[config.mk]
export PLATFORM = sky130hd
export DESIGN_NAME = rv_timer_ctrl
export DESIGN_NICKNAME = d
export VERILOG_FILES = /design/src/rtl/rv_timer_ctrl_pkg.sv /design/src/rtl/rv_timer_ctrl.sv
export SDC_FILE = /design/constraint.sdc
export NUM_CORES = 1
export LEC_CHECK = 0
export CELL_PAD_IN_SITES_DETAIL_PLACEMENT = 2
export CELL_PAD_IN_SITES_GLOBAL_PLACEMENT = 2
export CORE_MARGIN = 2
export CORE_UTILIZATION = 32
export DETAILED_ROUTE_END_ITERATION = 8
export GPL_TIMING_DRIVEN = 0
export PLACE_DENSITY = 0.95
export REMOVE_ABC_BUFFERS = 1
export SYNTH_ARGS = -nofsm -noshare
export SYNTH_HDL_FRONTEND = slang
export SYNTH_SLANG_ARGS = --single-unit
[constraint.sdc]
create_clock -name clk_i -period 4.4 [get_ports clk_i]
set_input_delay 0.66 -clock clk_i [delete_from_list [all_inputs] [get_ports clk_i]]
set_output_delay 0.66 -clock clk_i [all_outputs]
set_load 0.1 [all_outputs]
[src/rtl/rv_timer_ctrl_pkg.sv]
// rv_timer_ctrl_pkg
// Shared definitions for the RISC-V timer register controller:
//   - byte offsets of the register map
//   - reset values for the configuration and comparator registers
//   - state enum of the write-staging FSM used for 64-bit register writes
package rv_timer_ctrl_pkg;

  // Register map, byte offsets within the 9-bit register window
  localparam logic [8:0] ADDR_CTRL     = 9'h000;
  localparam logic [8:0] ADDR_CFG      = 9'h004;
  localparam logic [8:0] ADDR_INTR_EN  = 9'h008;
  localparam logic [8:0] ADDR_MTIME_LO = 9'h00C;
  localparam logic [8:0] ADDR_MTIME_HI = 9'h010;
  localparam logic [8:0] ADDR_CMP_BASE = 9'h100;

  // Comparator i lives at ADDR_CMP_BASE + 8*i (low) and +4 on top of that (high)
  localparam int MAX_HARTS = 8;

  // Reset values
  localparam logic [63:0] MTIMECMP_RST = 64'hFFFF_FFFF_FFFF_FFFF;
  localparam logic [7:0]  STEP_RST     = 8'd1;

  // Write-staging FSM: a low-half write is held until the matching high half
  typedef enum logic [1:0] {
    ST_IDLE          = 2'd0,
    ST_MT_LO_STAGED  = 2'd1,
    ST_CMP_LO_STAGED = 2'd2
  } stage_state_e;

endpackage

[src/rtl/rv_timer_ctrl.sv]
// rv_timer_ctrl
// Register front end for a RISC-V machine timer. Holds the control/config
// registers, the 64-bit mtime value and N 64-bit mtimecmp comparators, and
// gates the raw comparator interrupts coming back from the timer core.
// 64-bit registers are written as LO then HI; the LO half is staged and the
// full value is committed atomically on the HI write.
//
// Ports:
//   clk_i, rst_i            clock, synchronous active-high reset
//   reg_we, reg_re          single-cycle write / read strobes
//   reg_addr, reg_wdata     word-aligned byte address, write data
//   reg_rdata, reg_rvalid   read data, valid one cycle after reg_re
//   reg_error               bad access (unmapped, we+re, comparator >= N)
//   active, prescaler, step configuration to the timer core
//   tick, mtime_d           core says "load mtime_d now"
//   mtime, mtimecmp         current time and comparators to the core
//   intr_raw, intr_o        raw compare hits in, enabled/masked interrupts out
module rv_timer_ctrl
  import rv_timer_ctrl_pkg::*;
#(
  parameter int N = 1
) (
  input  logic                 clk_i,
  input  logic                 rst_i,
  input  logic                 reg_we,
  input  logic                 reg_re,
  input  logic [8:0]           reg_addr,
  input  logic [31:0]          reg_wdata,
  output logic [31:0]          reg_rdata,
  output logic                 reg_rvalid,
  output logic                 reg_error,
  output logic                 active,
  output logic [11:0]          prescaler,
  output logic [7:0]           step,
  input  logic                 tick,
  input  logic [63:0]          mtime_d,
  output logic [63:0]          mtime,
  output logic [N-1:0][63:0]   mtimecmp,
  input  logic [N-1:0]         intr_raw,
  output logic [N-1:0]         intr_o
);

  // Architectural registers
  logic                 r_active;
  logic [11:0]          r_prescaler;
  logic [7:0]           r_step;
  logic [N-1:0]         r_intrEn;
  logic [63:0]          r_mtime;
  logic [N-1:0][63:0]   r_mtimecmp;

  // Staging and read-coherency state
  stage_state_e         r_state;
  stage_state_e         w_stateNext;
  logic [31:0]          r_stage;
  logic [2:0]           r_stageIdx;
  logic [31:0]          r_shadow;
  logic                 r_shadowValid;

  // Registered read response
  logic [31:0]          r_rdata;
  logic                 r_rvalid;
  logic                 r_error;

  // Decode
  logic                 w_isCtrl;
  logic                 w_isCfg;
  logic                 w_isIntrEn;
  logic                 w_isMtLo;
  logic                 w_isMtHi;
  logic                 w_cmpRegion;
  logic [2:0]           w_cmpIdx;
  logic                 w_cmpHi;
  logic                 w_cmpValid;
  logic                 w_isCmpLo;
  logic                 w_isCmpHi;
  logic                 w_mapped;
  logic                 w_err;
  logic                 w_wrOk;
  logic                 w_rdOk;
  logic                 w_mtHiCommit;
  logic [31:0]          w_rdataNext;
  logic [N-1:0]         w_mask;

  // Address decode. Comparators occupy 0x100..0x13F; bits [5:3] are the index
  // and bit 2 selects the high half. Indices >= N decode as unmapped.
  always_comb begin
    w_isCtrl    = (reg_addr == ADDR_CTRL);
    w_isCfg     = (reg_addr == ADDR_CFG);
    w_isIntrEn  = (reg_addr == ADDR_INTR_EN);
    w_isMtLo    = (reg_addr == ADDR_MTIME_LO);
    w_isMtHi    = (reg_addr == ADDR_MTIME_HI);
    w_cmpRegion = (reg_addr[8:6] == ADDR_CMP_BASE[8:6]) && (reg_addr[1:0] == 2'b00);
    w_cmpIdx    = reg_addr[5:3];
    w_cmpHi     = reg_addr[2];
    w_cmpValid  = w_cmpRegion && (int'(w_cmpIdx) < N);
    w_isCmpLo   = w_cmpValid && !w_cmpHi;
    w_isCmpHi   = w_cmpValid && w_cmpHi;
    w_mapped    = w_isCtrl || w_isCfg || w_isIntrEn || w_isMtLo || w_isMtHi || w_cmpValid;
    // Simultaneous read and write is rejected outright and touches nothing
    w_err        = (reg_we && reg_re) || ((reg_we || reg_re) && !w_mapped);
    w_wrOk       = reg_we && !reg_re && w_mapped;
    w_rdOk       = reg_re && !reg_we && w_mapped;
    w_mtHiCommit = w_wrOk && w_isMtHi;
  end

  // Read data mux; unused bits are zero
  always_comb begin
    w_rdataNext = '0;
    if (w_isCtrl) begin
      w_rdataNext[0] = r_active;
    end else if (w_isCfg) begin
      w_rdataNext[11:0]  = r_prescaler;
      w_rdataNext[23:16] = r_step;
    end else if (w_isIntrEn) begin
      w_rdataNext[N-1:0] = r_intrEn;
    end else if (w_isMtLo) begin
      w_rdataNext = r_mtime[31:0];
    end else if (w_isMtHi) begin
      // Shadow gives a coherent 64-bit read across a carry into the high half
      w_rdataNext = r_shadowValid ? r_shadow : r_mtime[63:32];
    end else begin
      for (int i = 0; i < N; i++) begin
        if (w_cmpValid && (w_cmpIdx == 3'(i))) begin
          w_rdataNext = w_cmpHi ? r_mtimecmp[i][63:32] : r_mtimecmp[i][31:0];
        end
      end
    end
  end

  // FSM next state: only accepted writes move it. A LO write stages, anything
  // else (including the HI commit) lands back in IDLE and drops the stage.
  always_comb begin
    w_stateNext = r_state;
    if (w_wrOk) begin
      if (w_isMtLo) begin
        w_stateNext = ST_MT_LO_STAGED;
      end else if (w_isCmpLo) begin
        w_stateNext = ST_CMP_LO_STAGED;
      end else begin
        w_stateNext = ST_IDLE;
      end
    end
  end

  // FSM state register
  always_ff @(posedge clk_i) begin
    if (rst_i) begin
      r_state <= ST_IDLE;
    end else begin
      r_state <= w_stateNext;
    end
  end

  // Register file, mtime, stage/shadow and the read response pipeline
  always_ff @(posedge clk_i) begin
    if (rst_i) begin
      r_active      <= 1'b0;
      r_prescaler   <= '0;
      r_step        <= STEP_RST;
      r_intrEn      <= '0;
      r_mtime       <= '0;
      for (int i = 0; i < N; i++) begin
        r_mtimecmp[i] <= MTIMECMP_RST;
      end
      r_stage       <= '0;
      r_stageIdx    <= '0;
      r_shadow      <= '0;
      r_shadowValid <= 1'b0;
      r_rdata       <= '0;
      r_rvalid      <= 1'b0;
      r_error       <= 1'b0;
    end else begin
      if (w_wrOk && w_isCtrl) begin
        r_active <= reg_wdata[0];
      end
      if (w_wrOk && w_isCfg) begin
        r_prescaler <= reg_wdata[11:0];
        r_step      <= reg_wdata[23:16];
      end
      if (w_wrOk && w_isIntrEn) begin
        r_intrEn <= reg_wdata[N-1:0];
      end

      if (w_wrOk && (w_isMtLo || w_isCmpLo)) begin
        r_stage    <= reg_wdata;
        r_stageIdx <= w_cmpIdx;
      end

      // A HI commit overrides a same-cycle tick; that increment is lost
      if (w_mtHiCommit) begin
        r_mtime <= {reg_wdata, (r_state == ST_MT_LO_STAGED) ? r_stage : r_mtime[31:0]};
      end else if (tick && r_active) begin
        r_mtime <= mtime_d;
      end

      // Comparator HI commit uses the stage only if it was staged for this index
      for (int i = 0; i < N; i++) begin
        if (w_wrOk && w_isCmpHi && (w_cmpIdx == 3'(i))) begin
          r_mtimecmp[i] <= {reg_wdata,
                            ((r_state == ST_CMP_LO_STAGED) && (r_stageIdx == 3'(i)))
                              ? r_stage : r_mtimecmp[i][31:0]};
        end
      end

      if (w_wrOk && (w_isMtLo || w_isMtHi)) begin
        r_shadowValid <= 1'b0;
      end else if (w_rdOk && w_isMtLo) begin
        r_shadow      <= r_mtime[63:32];
        r_shadowValid <= 1'b1;
      end

      r_rvalid <= reg_re;
      r_error  <= w_err;
      r_rdata  <= w_rdOk ? w_rdataNext : '0;
    end
  end

  // Hold off a comparator's interrupt while its new value is half written
  always_comb begin
    w_mask = '0;
    for (int i = 0; i < N; i++) begin
      if ((r_state == ST_CMP_LO_STAGED) && (r_stageIdx == 3'(i))) begin
        w_mask[i] = 1'b1;
      end
    end
  end

  assign intr_o     = intr_raw & r_intrEn & ~w_mask;
  assign active     = r_active;
  assign prescaler  = r_prescaler;
  assign step       = r_step;
  assign mtime      = r_mtime;
  assign mtimecmp   = r_mtimecmp;
  assign reg_rdata  = r_rdata;
  assign reg_rvalid = r_rvalid;
  assign reg_error  = r_error;

endmodule

==> results.sh <==
export IMPL_syn_to_final_growth_pct=39.0
export IMPL_rsz0062_at_grt="false"
export IMPL_worst_hold_path_type="register to register"
export IMPL_layout_nets=1605
export IMPL_io_buffers=294
export IMPL_grt_max_degree=145
export IMPL_power_density_nw_per_um2=317
export IMPL_worst_pin_slew_ps=1440
export IMPL_fp_coreArea_um2=36500
export IMPL_wl_per_cell_um=28.1
export IMPL_place_congestion=0.798
export IMPL_antenna_left=0
export IMPL_slew_viol_final=0
export IMPL_die_w_um=196
export IMPL_fin_skew_ps=15.8
export IMPL_synth_top_area_share_pct=43.0
export IMPL_dp_hpwl_um=36500
export IMPL_start_util_pct=32.4
export IMPL_cts_tree="done"
export IMPL_grt_pass1_wl_um=83800
export IMPL_ios=295
export IMPL_hold_ws_ps=481
export IMPL_post_route_period_util_pct=91.1
export IMPL_drt_wl_total_um=55900
export IMPL_rows=70
export IMPL_fin_cells=1985
export IMPL_cp_start_kind="primary input"
export IMPL_layout_min_cycle_time_ps=4010
export IMPL_synth_warnings=0
export IMPL_fin_ws_ps=391
export IMPL_required_ps=4830
export IMPL_root_buffer="clkbuf_16"
export IMPL_drive_gt1_share_pct=11.0
export IMPL_cts_resized=0
export IMPL_die_h_um=196
export IMPL_ctsLongestPathBuffers=3
export IMPL_fmax_mhz=249
export IMPL_synth_distinct_cells=46
export IMPL_route_detailed_drc=0
export IMPL_place_inst=1930
export IMPL_clock_sinks=254
export IMPL_power_mw=5.22
export IMPL_htreeDepth=1
export IMPL_vias_per_cell=5.75
export IMPL_first_pass_iters=6
export IMPL_met1_length_um=23800
export IMPL_gr_usage_all_layers_pct=28.5
export IMPL_drtIter0Drc=590
export IMPL_p_leak_nw=6.09
export IMPL_die_area_um2=38500
export IMPL_irDropWorstVdd_mv=0.275
export IMPL_status="completed"
export IMPL_slew_headroom_pct=3.80
export IMPL_synthTopCellsByArea="dfxtp_1 (43%), mux2i_1 (13%), a211o_1 (4.8%)"
export IMPL_synthCells=1253
export IMPL_crit_fanout=63
export IMPL_cts_buffers=30
export IMPL_ys_seq_area_share_pct=43.0
export IMPL_syn_avg_cell_area_um2=9.44
export IMPL_top_layer_used="met4"
export IMPL_vias=11400
export IMPL_end_kind="register"
export IMPL_synth_largest_area_cell="dfxtp_1"
export IMPL_syn_area_um2=11800
export IMPL_ys_ff_latch=254
export IMPL_final_core_util_pct=45.0
export IMPL_grt_ovfl_total=0
export IMPL_setup_violations=0
export IMPL_synth_edf_count=0
export IMPL_wl_met3_um=2380
export IMPL_clk_latency_ps=560
export IMPL_maxCapViolCount=0
export IMPL_hold_violations=0
export IMPL_critPathArrivalTime_ps=4440
export IMPL_async_flop_share_pct=0
export IMPL_path_clk_slew_ps=60
export IMPL_crit_type="primary input to register"
export IMPL_antenna_found_initial=3
export IMPL_grt_pass1_vias=12900
export IMPL_pre_cts_ws_ps=-101
export IMPL_synth_main_ff_cell="dfxtp_1"
export IMPL_hold_buffers=0
export IMPL_dr_wl_met2_um=27900
export IMPL_cts_setup_buffers=0
[sequential cells by signal, indices dropped and copies added, names as in the netlist, 3 cells and up]
| name | count |
|---|---|
| mtime | 64 |
| mtimecmp | 64 |
| r_shadow | 32 |
| r_stage | 32 |
| reg_rdata | 32 |
| prescaler | 12 |
| step | 8 |
| r_stageIdx | 3 |
[layout make-up]
| class | instances | area [um^2] |
|---|---|---|
| fillers | 3801 | 20100 |
| multi-input cells | 876 | 6260 |
| flip-flops and latches | 254 | 5090 |
| repair buffers | 329 | 3470 |
| clock buffers | 46 | 892 |
| well taps | 468 | 586 |
| clock inverters | 6 | 130 |
| inverters | 3 | 11.3 |
| diodes | 3 | 7.51 |
[per-stage QoR]
stage | TNS, ps | instance area, um^2
final | 0 | 16400
after global routing | 0 | 16400
after CTS | 0 | 16400
after global placement | -1675820 | 14800
after floorplan | -69660 | 11300
after detailed placement | -1660 | 15400
[worst paths after layout]
check,start,end,slack [ps],cells past startpoint
worst max register to register,r_state[0],mtimecmp[31],1530,6
worst min-delay path,r_stageIdx[2],r_stageIdx[2],480,1
worst min register to register,r_stageIdx[2],r_stageIdx[2],480,1
worst max-delay path,reg_addr[3],mtimecmp[31],390,9
[per-layer routing]
metal	global-route usage (%)	vias to the layer above
met5	0	-
met4	10.2	0
met3	3.66	107
met2	50.9	353
met1	35.1	5894
li1	-	5054
[cells in the final DEF (no fill, tap or decap), types with 5 or more instances in the layout]
cell type and instances:
buf_6 7, a21oi_1 29, buf_12 7, a32oi_1 12, and2_1 34, nor2_1 140
mux2_2 25, nand2b_1 72, o22ai_1 21, buf_16 6, buf_8 5, nor3_1 67
clkbuf_16 31, nand2_1 44, clkbuf_1 9, nor4_1 34, dfxtp_1 253, a211oi_2 30
clkdlybuf4s50_1 291, a211oi_1 34, clkbuf_8 6, o211a_1 7, a211o_1 65, o2bb2ai_1 8
o221a_2 12, mux2i_1 158, nor2b_1 5, buf_4 13, and3_1 32
[where the power goes]
group          total, mW  switching, mW  leakage (nW)  internal, mW
logic              0.287          0.158          3.54         0.130
clock network       2.63           1.02         0.500          1.61
registers           2.30        0.00119          2.05          2.30
[cell families (layout without fill, tap and decap cells)]
| logic type | after synthesis | after routing | share of synthesized area [%] |
|---|---|---|---|
| other | 0 | 3 | 0 |
| multiplexers | 183 | 183 | 15.7 |
| AO/OA/AOI/OAI | 227 | 227 | 16.2 |
| buffers and inverters | 123 | 384 | 4.60 |
| flip-flops | 254 | 254 | 43.0 |
| AND/OR/NAND/NOR | 466 | 466 | 20.4 |
[critical path: stages]
cell	delay, ps
buf_4	400
nand2b_2	730
nor4_2	940
buf_4	330
buf_4	200
buf_4	210
nand2_2	310
buf_12	290
a211o_1	310
[synth_stat cells (2+ instances only)]
cell type	count
nor4_2	2
or4_1	3
nor4_1	36
a32oi_1	12
a211o_1	65
mux2_2	25
o211a_1	7
a21o_1	2
or3_1	4
nor4b_1	2
buf_2	15
inv_1	3
buf_4	5
nor2_1	140
o221a_2	12
o2bb2ai_1	8
nor3b_1	3
buf_1	5
a31oi_1	2
nand2b_1	74
and3_1	32
nand3_1	4
o22ai_1	21
nor2b_1	5
clkbuf_1	89
a211oi_1	34
and2_1	35
nor3_1	68
buf_6	6
nand2_1	46
a211oi_2	30
nand4_1	4
a21oi_1	31
mux2i_1	158
dfxtp_1	254
Note: power is estimated with default switching activity, not from simulation.
==> patch 1 (same flow settings) <==
Register the output `prescaler` once more, with the module's reset; this adds one clock of latency there. The other outputs are not delayed to match.
--- a/src/rtl/rv_timer_ctrl.sv
+++ b/src/rtl/rv_timer_ctrl.sv
@@ -228,5 +228,11 @@
   assign intr_o     = intr_raw & r_intrEn & ~w_mask;
   assign active     = r_active;
-  assign prescaler  = r_prescaler;
+  always_ff @(posedge clk_i) begin
+    if (rst_i) begin
+      prescaler <= '0;
+    end else begin
+      prescaler <= r_prescaler;
+    end
+  end
   assign step       = r_step;
   assign mtime      = r_mtime;
Behaviour: not the same (Yosys sat finds a counterexample within 4 cycles, from zero or initial values and one cycle with rst_i high).
==> patch 1 against the original RTL <==
  * Total power is 1.4% higher
  * Highest routed layer unchanged
  * Non-clock buffer count fell by 8
  * Setup slack worse by 0.30 ns
  * Final area fell by 4.7%
  * Sequential cell count increased by 12
  * Routed wire length is 1.3% lower
  * Area after synthesis fell by 7.2%
==> patch 1: results (changes against the original RTL) <==
Parameter                              Value

Clock tree
  Clock Latency Late Sink    0.56 ns (about the same)
  Bufs on Longest Clock Path    3 (unchanged)
  Total setup buffers inserted after CTS    0 (unchanged)
  Clock root buffer    clkbuf_16 (unchanged)
  Number of buffers inserted during clock tree synthesis    30 (unchanged)
  PostCTS Resize Cnt    0 (unchanged)
  CTS H-tree lvls    1 (unchanged)

Drt
  Starting DRC count in detailed routing    635 (was 590)
  Via density per instance    5.668 (was 5.747)
  Drt wl/cell    27.41 um (was 28.15 um)
  DRT Pass-1 Iters    5 (was 6)
  Routed wire length    55140 um (was 55870 um)

Synthesis
  Most area-consuming cells after synthesis    dfxtp_1 (49%), nand2_1 (13%), mux2i_1 (7.9%) (was dfxtp_1 (43%), mux2i_1 (13%), a211o_1 (4.8%))
  Area share of fa/ha/maj cells after synthesis    0% (unchanged)
  Per-instance average area after synthesis    8.495 um2 (was 9.440 um2)
  Compound-Gate Fraction of Synth Area    17.59% (was 16.23%)
  Area share of xor/xnor cells in the synthesized design    0% (unchanged)
  Top post-synthesis cells by count    nand2_1 (373), dfxtp_1 (266), a21oi_1 (108) (was dfxtp_1 (254), mux2i_1 (158), nor2_1 (140))
  Fraction of synthesis flops using an asynchronous set or reset pin    0% (unchanged)
  Number of synthesized flops with an enable pin    0 (unchanged)
  Mux share of post-synthesis cell area    9.473% (was 15.75%)
  Sequential share of the synthesized area    48.52% (was 42.99%)

Setup path
  Max FO, Critical Path    23 (was 63)
  Reg2Reg Setup Slack    1.71 ns (was 1.53 ns)
  Signal arrival time at the worst endpoint    4.77 ns (was 4.44 ns)

GRT
  Initial antenna violation count    2 (was 3)
  Via count of the first global-routing pass    12.79k (was 12.94k)
  Maximum number of pins on one net before global-route repair    88 (was 145)
  Total routing usage reported by global routing    30.16% (was 28.52%)
  GR Layer Usage met1    36.14% (was 35.14%)
  First-pass GRT wire length    82010 um (was 83770 um)
  Met2 usage in global routing    54.23% (was 50.88%)
  Routing usage on met3    4.541% (was 3.662%)

Timing
  Final hold slack    0.4613 ns (was 0.4810 ns)
  Worst Clk Skew    0.01317 ns (was 0.01580 ns)
  Max Fclk    232.2 MHz (was 249.5 MHz)
  Normalized max-slew margin    18.36% (was 3.804%)

Cells and area
  Post-layout net count    1650 (was 1605)
  Final-layout fill cell count    3565 (was 3801)
  Share of layout cells above drive strength 1    7.554% (was 11.03%)

Placed design
  Number of buffers added on ports    294 (unchanged)
  Post-place setup slack    -0.3145 ns (was -0.1012 ns)
  Total placed cells including tap cells    1955 (was 1930)
  HPWL Detailed    37240 um (was 36540 um)
  Global placement routability congestion    0.7920 (was 0.7977)

Power and ir drop
  Maximum vdd ir drop    0.2872 mV (was 0.2751 mV)
  Static leakage power    5.761 nW (was 6.088 nW)

Status
  Result of the run    completed (unchanged)

Min path
  Type of the tightest min-delay check    reg2reg (unchanged)
## patch 1: area by class of cell
class | count | area, um2 | area share [%]
flip-flops and latches | 266 | 5326 | 33.98
multi-input cells | 918 | 5294 | 33.77
repair buffers | 321 | 3433 | 21.90
clock buffers | 45 | 918.4 | 5.859
well taps | 448 | 560.5 | 3.576
clock inverters | 10 | 127.6 | 0.8142
inverters | 2 | 10.01 | 0.06386
diodes | 2 | 5.005 | 0.03193
## patch 1: final timing paths
| check | end | start | cells after the start |
|---|---|---|---|
| max | r_shadow[21]$_SDFFE_PP0P_ | reg_addr[8] | 8 |
| min | r_shadow[26]$_SDFFE_PP0P_ | r_shadow[26]$_SDFFE_PP0P_ | 2 |
| max reg2reg | mtime[11]$_SDFFE_PP0P_ | active$_SDFFE_PP0P_ | 5 |
| min reg2reg | r_shadow[26]$_SDFFE_PP0P_ | r_shadow[26]$_SDFFE_PP0P_ | 2 |
## patch 1: metal layers
| metal | share of wire [%] | routed length (um) |
|---|---|---|
| met5 | 0 | 0 |
| met4 | 3.8 | 2097 |
| met3 | 5.3 | 2938 |
| met2 | 50 | 27810 |
| met1 | 40 | 22300 |
## patch 1: worst max-delay path, stage by stage
cell and delay [ns]:
clkdlybuf4s50_1 0.73, nor3_2 0.69, nand3_2 0.89, nor3b_2 1.00
buf_6 0.27, buf_6 0.18, nand2_1 0.10, a21oi_1 0.23
## patch 1: cells by family after synthesis
kind of cell           count (synthesis)
buffers and inverters                108
AND/OR/NAND/NOR                      534
AO/OA/AOI/OAI                        283
multiplexers                         101
flip-flops                           266
## patch 1: power breakdown
| group | total (W) | leakage [nW] | switching, W | internal [W] |
|---|---|---|---|---|
| sequential | 0.00241 | 2.15 | 0.00000137 | 0.00241 |
| combinational | 0.000236 | 3.10 | 0.000127 | 0.000109 |
| clock | 0.00265 | 0.519 | 0.00104 | 0.00161 |
## patch 1: metrics by stage
step	cell area (um2)	setup TNS [ns]	power (W)
floorplan	10540	0	0.002510
global route	15680	0	0.005438
CTS	15670	0	0.005332
detailed placement	14620	-8.281	0.002696
global placement	14040	-975.26	0.002680
finish	15680	0	0.005297
==> patch 2 (same settings) <==
Without the edit above. `r_rdata` no longer has a reset.
--- a/src/rtl/rv_timer_ctrl.sv
+++ b/src/rtl/rv_timer_ctrl.sv
@@ -167,5 +167,4 @@
       r_shadow      <= '0;
       r_shadowValid <= 1'b0;
-      r_rdata       <= '0;
       r_rvalid      <= 1'b0;
       r_error       <= 1'b0;
@@ -212,6 +211,9 @@
       r_rvalid <= reg_re;
       r_error  <= w_err;
-      r_rdata  <= w_rdOk ? w_rdataNext : '0;
-    end
+    end
+  end
+
+  always_ff @(posedge clk_i) begin
+    r_rdata <= w_rdOk ? w_rdataNext : '0;
   end
 
Formal check against the unedited RTL: differs if rst_i is asserted again (counterexample within 4 cycles, from zero or initial values and one cycle with rst_i high); with rst_i held inactive, the same outputs for 4 cycles.
==> patch 2 against the original RTL <==
  * Setup slack lost 0.14 ns
  * Hold slack lost 0.023 ns
  * Maximum frequency shrank 3.3%
  * Total power grew 0.65%
  * Area after synthesis grew 3.6%
  * Final area grew 4.2%
  * Sequential cell count is the same
  * Routed wire length grew 10%
  * Clock power is essentially flat
  * Largest cell class unchanged
==> patch 2: results (changes against the original RTL) <==
Parameter                              Value

Synthesis
  Synth Instances    1399 (was 1253)
  Most area-consuming cells after synthesis    dfxtp_1 (42%), mux2i_1 (11%), nand2_1 (5.2%) (was dfxtp_1 (43%), mux2i_1 (13%), a211o_1 (4.8%))

Timing
  Worst Clk Skew    0.01548 ns (was 0.01580 ns)
  Final hold slack    0.4582 ns (was 0.4810 ns)
  Normalized max-slew margin    24.82% (was 3.804%)
  Final clock period utilization by the worst path    94.18% (was 91.11%)

Drt
  Vias after detailed routing    12.56k (was 11.41k)
  Drt wl/cell    28.25 um (was 28.15 um)
  Via density per instance    5.762 (was 5.747)
  DRT Pass-1 Iters    5 (was 6)

Placed design
  Total placed instance area    16100 um2 (was 15420 um2)
  HPWL Detailed    40960 um (was 36540 um)
  Total placed cells including tap cells    2118 (was 1930)
  Post-place setup slack    -0.8684 ns (was -0.1012 ns)

GRT
  Total routing usage reported by global routing    30.44% (was 28.52%)
  Via count of the first global-routing pass    14.24k (was 12.94k)
  Initial antenna violation count    4 (was 3)

Clock tree
  PostCTS Resize Cnt    1 (was 0)
  Clock Latency Late Sink    0.59 ns (was 0.56 ns)

Min path
  End point of the worst hold path    r_shadow[8]$_SDFFE_PP0P_ (was r_stageIdx[2]$_SDFFE_PP0P_)
  Number of cells on the worst hold path    2 (was 1)

Power and ir drop
  Maximum vdd ir drop    0.2837 mV (was 0.2751 mV)
  Static leakage power    6.090 nW (was 6.088 nW)
  Cell-internal power    0.003985 W (was 0.004043 W)

Setup path
  Max FO, Critical Path    17 (was 63)
  Setup crit end    r_stage[13]$_SDFFE_PP0P_ (was mtimecmp[31]$_SDFFE_PP1P_)

Status
  Result of the run    completed (unchanged)

Cells and area
  Final-layout fill cell count    4000 (was 3801)
  Share of layout cells above drive strength 1    9.670% (was 11.03%)
-- patch 2: cell types whose count changed after synthesis, moves of 25 or more --
cell,before,now
nand2_1,46,171
a21oi_1,31,120
nor2_1,140,73
and2_1,35,1
a41o_1,0,32
nor4_1,36,5
a211oi_2,30,0
nor2b_1,5,35
nand2b_1,74,99
-- patch 2: power by group through the flow --
| stage | Clock (W) | Combinational (W) | Sequential (W) |
|---|---|---|---|
| 6_report | 0.00263 | 0.000321 | 0.00230 |
| 4_1_cts | 0.00268 | 0.000318 | 0.00230 |
| 5_1_grt | 0.00277 | 0.000334 | 0.00230 |
| 2_1_floorplan | 0 | 0.0000651 | 0.00236 |
| 3_3_place_gp | 0 | 0.000295 | 0.00235 |
| 3_5_place_dp | 0 | 0.000313 | 0.00235 |
-- patch 2: cell type report --
type / count / area, um2 / area share, %
inverter: 2 / 8.758 / 0.05112
timing repair buffer: 348 / 3694 / 21.56
tap: 511 / 639.4 / 3.732
antenna: 3 / 7.507 / 0.04381
multi-input combinational: 1003 / 6673 / 38.94
clock inverter: 10 / 103.9 / 0.6061
sequential: 254 / 5089 / 29.70
clock buffer: 48 / 919.6 / 5.367
-- patch 2: critical path: stages --
cell,delay [ns]
clkdlybuf4s50_1,0.94
nor4bb_4,0.98
and3_1,0.88
a22oi_2,0.50
buf_16,0.31
buf_8,0.17
mux2i_1,0.18
-- patch 2: kinds of logic after synthesis --
family	count (synthesis)	synth area share, %
AO/OA/AOI/OAI	332	18.91
buffers and inverters	142	4.841
flip-flops	254	41.50
multiplexers	164	13.66
AND/OR/NAND/NOR	507	21.08
-- patch 2: per-layer routing --
layer  GRT usage (%)  routed length [um]
met4           12.76                2376
met2           54.69               31130
met5               0                  11
met3           5.789                3523
met1           35.20               24530
